--- src/rtl/alu_wb_stage.sv ---
// alu_wb_stage: 2-entry in-order writeback FIFO with {Z,N,C,V} status flags.
// Define ALU_WB_FWD_EN to add the combinational forwarding lookup port.
module alu_wb_stage #(
  parameter int DATA_W = 16,
  parameter int ADDR_W = 3
) (
  input  logic              clk,
  input  logic              rst,
  input  logic              in_valid,
  output logic              in_ready,
  input  logic [DATA_W-1:0] in_result,
  input  logic              in_carry,
  input  logic              in_ovf,
  input  logic [ADDR_W-1:0] in_rd,
  input  logic              in_wen,
  output logic              wb_valid,
  input  logic              wb_ready,
  output logic [DATA_W-1:0] wb_data,
  output logic [ADDR_W-1:0] wb_addr,
  output logic              wb_we,
`ifdef ALU_WB_FWD_EN
  input  logic [ADDR_W-1:0] fwd_addr,
  output logic              fwd_hit,
  output logic [DATA_W-1:0] fwd_data,
`endif
  output logic [3:0]        flags
);
  logic [DATA_W-1:0] data_q [2];
  logic [DATA_W-1:0] data_d [2];
  logic [ADDR_W-1:0] addr_q [2];
  logic [ADDR_W-1:0] addr_d [2];
  logic [1:0]        wen_q, wen_d;
  logic [1:0]        count_q, count_d;
  logic              wr_ptr_q, wr_ptr_d, rd_ptr_q, rd_ptr_d;
  logic [3:0]        flags_q, flags_d;
  logic              push, pop;
  assign in_ready = count_q != 2'd2;
  assign wb_valid = count_q != 2'd0;
  assign wb_data  = data_q[rd_ptr_q];
  assign wb_addr  = addr_q[rd_ptr_q];
  assign wb_we    = wen_q[rd_ptr_q] & wb_valid;
  assign flags    = flags_q;
  assign push     = in_valid & in_ready;
  assign pop      = wb_valid & wb_ready;
  always_comb begin
    data_d   = data_q;
    addr_d   = addr_q;
    wen_d    = wen_q;
    if (push) begin
      data_d[wr_ptr_q] = in_result;
      addr_d[wr_ptr_q] = in_rd;
      wen_d[wr_ptr_q]  = in_wen;
    end
    count_d  = count_q + 2'(push) - 2'(pop);
    wr_ptr_d = wr_ptr_q ^ push;
    rd_ptr_d = rd_ptr_q ^ pop;
    flags_d  = push ? {in_result == '0, in_result[DATA_W-1], in_carry, in_ovf} : flags_q;
  end
  always_ff @(posedge clk) begin
    if (rst) begin
      data_q   <= '{default: '0};
      addr_q   <= '{default: '0};
      wen_q    <= '0;
      count_q  <= '0;
      wr_ptr_q <= 1'b0;
      rd_ptr_q <= 1'b0;
      flags_q  <= '0;
    end else begin
      data_q   <= data_d;
      addr_q   <= addr_d;
      wen_q    <= wen_d;
      count_q  <= count_d;
      wr_ptr_q <= wr_ptr_d;
      rd_ptr_q <= rd_ptr_d;
      flags_q  <= flags_d;
    end
  end
`ifdef ALU_WB_FWD_EN
  // The newest entry always sits just behind the write pointer; the head is the older one when full.
  logic hit_new, hit_old;
  assign hit_new  = (count_q != 2'd0) & wen_q[~wr_ptr_q] & (addr_q[~wr_ptr_q] == fwd_addr);
  assign hit_old  = (count_q == 2'd2) & wen_q[rd_ptr_q] & (addr_q[rd_ptr_q] == fwd_addr);
  assign fwd_hit  = hit_new | hit_old;
  assign fwd_data = hit_new ? data_q[~wr_ptr_q] : hit_old ? data_q[rd_ptr_q] : '0;
`endif
endmodule

--- config.mk ---
export PLATFORM = sky130hd
export DESIGN_NAME = alu_wb_stage
export DESIGN_NICKNAME = d
export VERILOG_FILES = /design/src/rtl/alu_wb_stage.sv
export SDC_FILE = /design/constraint.sdc
export NUM_CORES = 1
export LEC_CHECK = 0
export ABC_AREA = 1
export CORE_UTILIZATION = 43
export CTS_CLUSTER_DIAMETER = 40
export DETAILED_ROUTE_END_ITERATION = 10
export MAX_ROUTING_LAYER = met4
export PLACE_DENSITY = 0.83
export SETUP_SLACK_MARGIN = 0.2
export SYNTH_ARGS = -nofsm -noshare
export SYNTH_HDL_FRONTEND = slang
export SYNTH_SLANG_ARGS = --single-unit
--- constraint.sdc ---
create_clock -name clk -period 1.3 [get_ports clk]
set_input_delay 0.13 -clock clk [delete_from_list [all_inputs] [get_ports clk]]
set_output_delay 0.13 -clock clk [all_outputs]
set_load 0.005 [all_outputs]
## Yosys cells after proc, flatten, opt, wreduce, memory -nomap -nowiden

Cells that the tools add are included.

| word-level totals | value |
|---|---|
| bits in registers | 48 |
| output and inout port bits | 26 |

| operators by class | value |
|---|---|
| bitwise gates (word level) | 7 |
| add/subtract/negate cells | 2 |
| equality and inequality tests | 1 |
| reduce and logical (&&, ||, !) cells | 4 |
| $lt $le $gt $ge | 6 |
| mux-type cells | 17 |

Operators with widths:

| kind | count |
|---|---|
| 2-to-1 mux 16 bit | 4 |
| bitwise mux 32 bit | 1 |
| demux 16 bit (select 1 bit) | 1 |
| logical NOT 16 bit | 1 |
| 2-to-1 mux 3 bit | 4 |
| bitwise mux 6 bit | 1 |
| greater-or-equal comparator 2 bit, second input constant | 2 |
| less-than comparator 1 x 2 -> 1 bit, second input constant | 2 |
| inverter 1 -> 2 bit | 2 |
| bitwise AND 1 bit | 3 |
| demux 3 bit (select 1 bit) | 1 |
| 2-to-1 mux 1 bit | 3 |
| adder 2 x 1 -> 2 bit | 1 |
| bitwise mux 2 bit | 1 |
| logical AND 1 bit | 2 |
| less-than comparator 2 x 1 -> 1 bit, second input constant | 1 |
| inequality test 2 bit, second input constant | 1 |
| nonzero test 2 bit | 1 |
| subtractor 2 x 1 -> 2 bit | 1 |
| bitwise XOR 1 bit | 2 |
| demux 1 bit (select 1 bit) | 1 |
| greater-or-equal comparator 1 bit, second input constant | 1 |

## Longest topological paths before layout

| depth | value |
|---|---|
| depth in word-level cells | 6 |
| gate-level depth with buffers | 10 |
| gate-level depth less buffers | 10 |

## Worst setup path after synthesis

Ideal clock, no wire load.

| timing | value |
|---|---|
| path kind | register to register |
| start | register count_q[0] |
| end | register addr_q[3] in the netlist's numbering |
| clock period less this slack | 1,372 ps |
| setup slack | -72 ps |
| arrival | 1,239 ps |
| path buffers | 2 |
| stages on the path, launching flop included | 11 |
| data required time | 1,168 ps |
| path through | dfxtp_1 > inv_1 > nand2_2 > nand2_4 > inv_2 > ha_1 > buf_4 > clkinv_2 > buf_6 > nand2_1 > a21oi_1 |

| on the way | value |
|---|---|
| longest elaborated chain between the ends | 2 |

RTL lines:

| item | RTL line | source |
|---|---|---|
| start: declaration | 33 | `logic [1:0] count_q, count_d;` |
| start signal: assignment | 72 | `count_q <= count_d;` |
| inequality test 2 bit | 37 | `assign in_ready = count_q != 2'd2;` |
| named net in_ready | 10 | `output logic in_ready,` |
| bitwise AND 1 bit | 43 | `assign push = in_valid & in_ready;` |
| end signal: assignment | 70 | `addr_q <= addr_d;` |
| end: declaration | 30 | `logic [ADDR_W-1:0] addr_q [2];` |

The timed path passes the listed nets, and every way through them passes these cells.
A chain may end at the register's enable or synchronous reset.

## Final worst setup path

| timing | value |
|---|---|
| start | register count_q[0] |
| end | register data_q[21] in the netlist's numbering |

| on the way | value |
|---|---|
| longest elaborated chain between the ends | 2 |

RTL lines:

| item | RTL line | source |
|---|---|---|
| inequality test 2 bit | 37 |  |
| bitwise AND 1 bit | 43 |  |
| end signal: assignment | 69 | `data_q <= data_d;` |
| end: declaration | 28 | `logic [DATA_W-1:0] data_q [2];` |

Every way passes these cells.

==> impl_metrics.yaml <==
grt:
  grt_pass1_vias: 2238
  grt_antenna_before_repair: 0
  grt_pass1_wl_microns: 10200
  grt_max_degree: 25
  grt_usage_pct: 26.3
  grt_remaining_overflow: 0
final_layout:
  layout.nets: 406
  antennaDiodeCount: 0
  nFillCells: 293
  layout-drive-gt1-share_pct: 43.9
  area_growth_pct: 65.0
  final_common_cell: "nand2_1"
  final_cell_mix: "nand2_1, dfxtp_1, nand2_2"
  finalNonFillerCells: 430
synth:
  synth_area_leaders: "dfxtp_1, nand2_1, a21oi_1"
  synth_seq_cells: 48
  yosys.area.top_type_share_pct: 46.3
  synth_area_sq_um: 2080
  yosys.cell_types.count: 19
  yosysWarnings: 0
  avgSynthCellArea_sq_um: 7.04
  synth_top_area_cell: "dfxtp_1"
  ys_seq_area_share_pct: 46.3
  synth_fp_nets: 324
  syn_inst: 295
worst_setup_path:
  cp_cell_sequence: "inv_4 > nand2_4 > nand2_4 > inv_6 > ha_4 > buf_8 > nand2_1 > a21oi_1"
  cp-start-kind: "register"
  cpLargestDelayFamily: "flip-flops"
  r2r-end: "data_q[21]"
  worst_path_most_repeated_cell: "nand2_4"
  path_buf_inv: 3
  worst_setup_path_end_kind: "register"
  crit_type: "register to register"
  required_ns: 1.52
  r2r_cells: 8
  rrSetupSlack_ns: -0.1
  cpPeakStageDelay_ns: 0.38
  critPathMaxFanout: 11
  cp_slowest_cell: "dfxtp_4"
  reg2reg_from: "count_q[0]"
  cp.arrival_ns: 1.62
detailed_routing:
  drt_iter0_markers: 279
  wl_per_cell_microns: 17.5
  dr.pass1.iters: 4
  ant_nets: 0
  drc: 0
  viasPerCell: 5.46
  drt_wl_total_microns: 7530
  via_count: 2349
pwr:
  powerDensity_nw_per_um2: 1580
  vdd_drop_max_uv: 1010
  p_leak_nw: 1.51
  power_mw: 5.42
sta:
  slew_headroom_pct: 79.1
  period_share_pct: 108
  setup_ws_ns: -0.0990
  worst_pin_slew_ns: 0.314
  slew_viol_final: 0
  setup_viol: 37
  worst_clock_skew_ns: 0.00384
  rsz0062_at_grt: "yes"
  final-hold-violation-count: 0
  min_period_ns: 1.40
  fmax_mhz: 715
die:
  floorplan.initialDensity_pct: 46.1
  die_h_microns: 71.5
  ioPinCount: 52
  die_w_microns: 71.5
  rows: 24
  core_area_sq_um: 4500
  die_area_sq_um: 5110
run_status:
  violations: "negative setup slack"
  status: "complete, but fails checks"
cts:
  clk_latency_ns: 0.30
  numClockSinks: 48
  cts_tree: "done"
  cts_made_buffers: 5
  clk_root_buffer_cell: "clkbuf_8"
  cts.htree.levels: 2
  postCtsHoldBufs: 0
  cts_max_path_buffers: 2
  clk_pin_slew_ns: 0.08
placement:
  port_buffers: 51
  dp_slack_ns: -0.328
  dp_cells: 402
  dpl.hpwl_microns: 3500
  gp_congestion: 0.746
min_path:
  hold_path_end: "data_q[28]"
  whs_path_depth: 2
  hold_path_class: "primary input to register"
  holdCritStartpoint: "rst"
run:
  maxCapViolations: 0
[power breakdown]
part / switching, mW / internal, mW / leakage (nW)
clock network: 0.479 / 0.434 / 0.0455
logic: 1.26 / 1.33 / 1.07
registers: 0.216 / 1.70 / 0.396
[through the flow]
stage	hold slack (ns)	TNS, ns	utilization [%]	area (sq um)
2_1_floorplan	0.270	-0.0791	-	2130
3_3_place_gp	0.448	-8.44	60.9	2740
3_5_place_dp	0.453	-10.75	60.9	2740
4_1_cts	0.158	-0.264	70.3	3160
5_1_grt	0.149	-4.71	76.0	3420
6_report	0.154	-1.79	76.0	3420
[sequential cells by signal (all words and copies together) (netlist names)]
signal,count
flags,4
wen_q,2
data_q,32
wr_ptr_q,1
addr_q,6
rd_ptr_q,1
count_q,2
[kinds of logic (layout without fill, tap and decap cells)]
logic type                 count (synthesis)  in the layout  synth area share, %
DFF                                       48             48                 46.3
adders and majority gates                  3              3                 1.81
and+or+nand+nor                          165            165                 30.9
AOI/OAI and AO/OA                         46             46                 12.1
buffers and inverters                     31            114                 8.14
xor gates and xnor gates                   2              2                0.844
[worst max-delay path by stage]
stage	slack, ns	cells past startpoint	start	endpoint
5_1_grt	-0.17	8	count_q[0]	data_q[20]
6_report	-0.1	8	count_q[0]	data_q[21]
3_3_place_gp	-0.26	10	wb_ready	count_q[1]
4_1_cts	-0.05	6	rd_ptr_q	wb_data[11]
2_1_floorplan	-0.01	9	count_q[1]	count_q[1]
3_5_place_dp	-0.33	10	wb_ready	count_q[1]
[Yosys cell counts, drive strengths merged]
cell / count
clkbuf: 1
ha: 3
a21oi: 38
clkinv: 1
inv: 13
nand3: 1
nand2: 142
xnor2: 2
dfxtp: 48
a211oi: 8
nor2: 22
buf: 16
[what timing repair did]
item,CTS,global route
pin swaps,39,22
setup buffers,11,4
gates resized for setup,190,41
endpoints found under the hold margin,0,0
setup endpoints to repair,68,66
cloned,1,4
[layout make-up]
cell class	instances	area [sq um]	area share, %
flip-flops and latches	48	975	28.5
well taps	52	65.1	1.90
repair buffers	91	886	25.9
multi-input cells	216	1310	38.3
repair inverters	1	11.3	0.329
inverters	14	85.1	2.48
clock buffers	8	90.1	2.63
[per-layer routing]
layer	vias up	global-route usage, %	share of wire, %
li1	1087	-	-
met4	0	10.7	4.0
met3	31	5.49	7.8
met5	-	-	0
met1	1113	29.5	37
met2	118	45.9	51
Power figures use the tool's default switching activity.
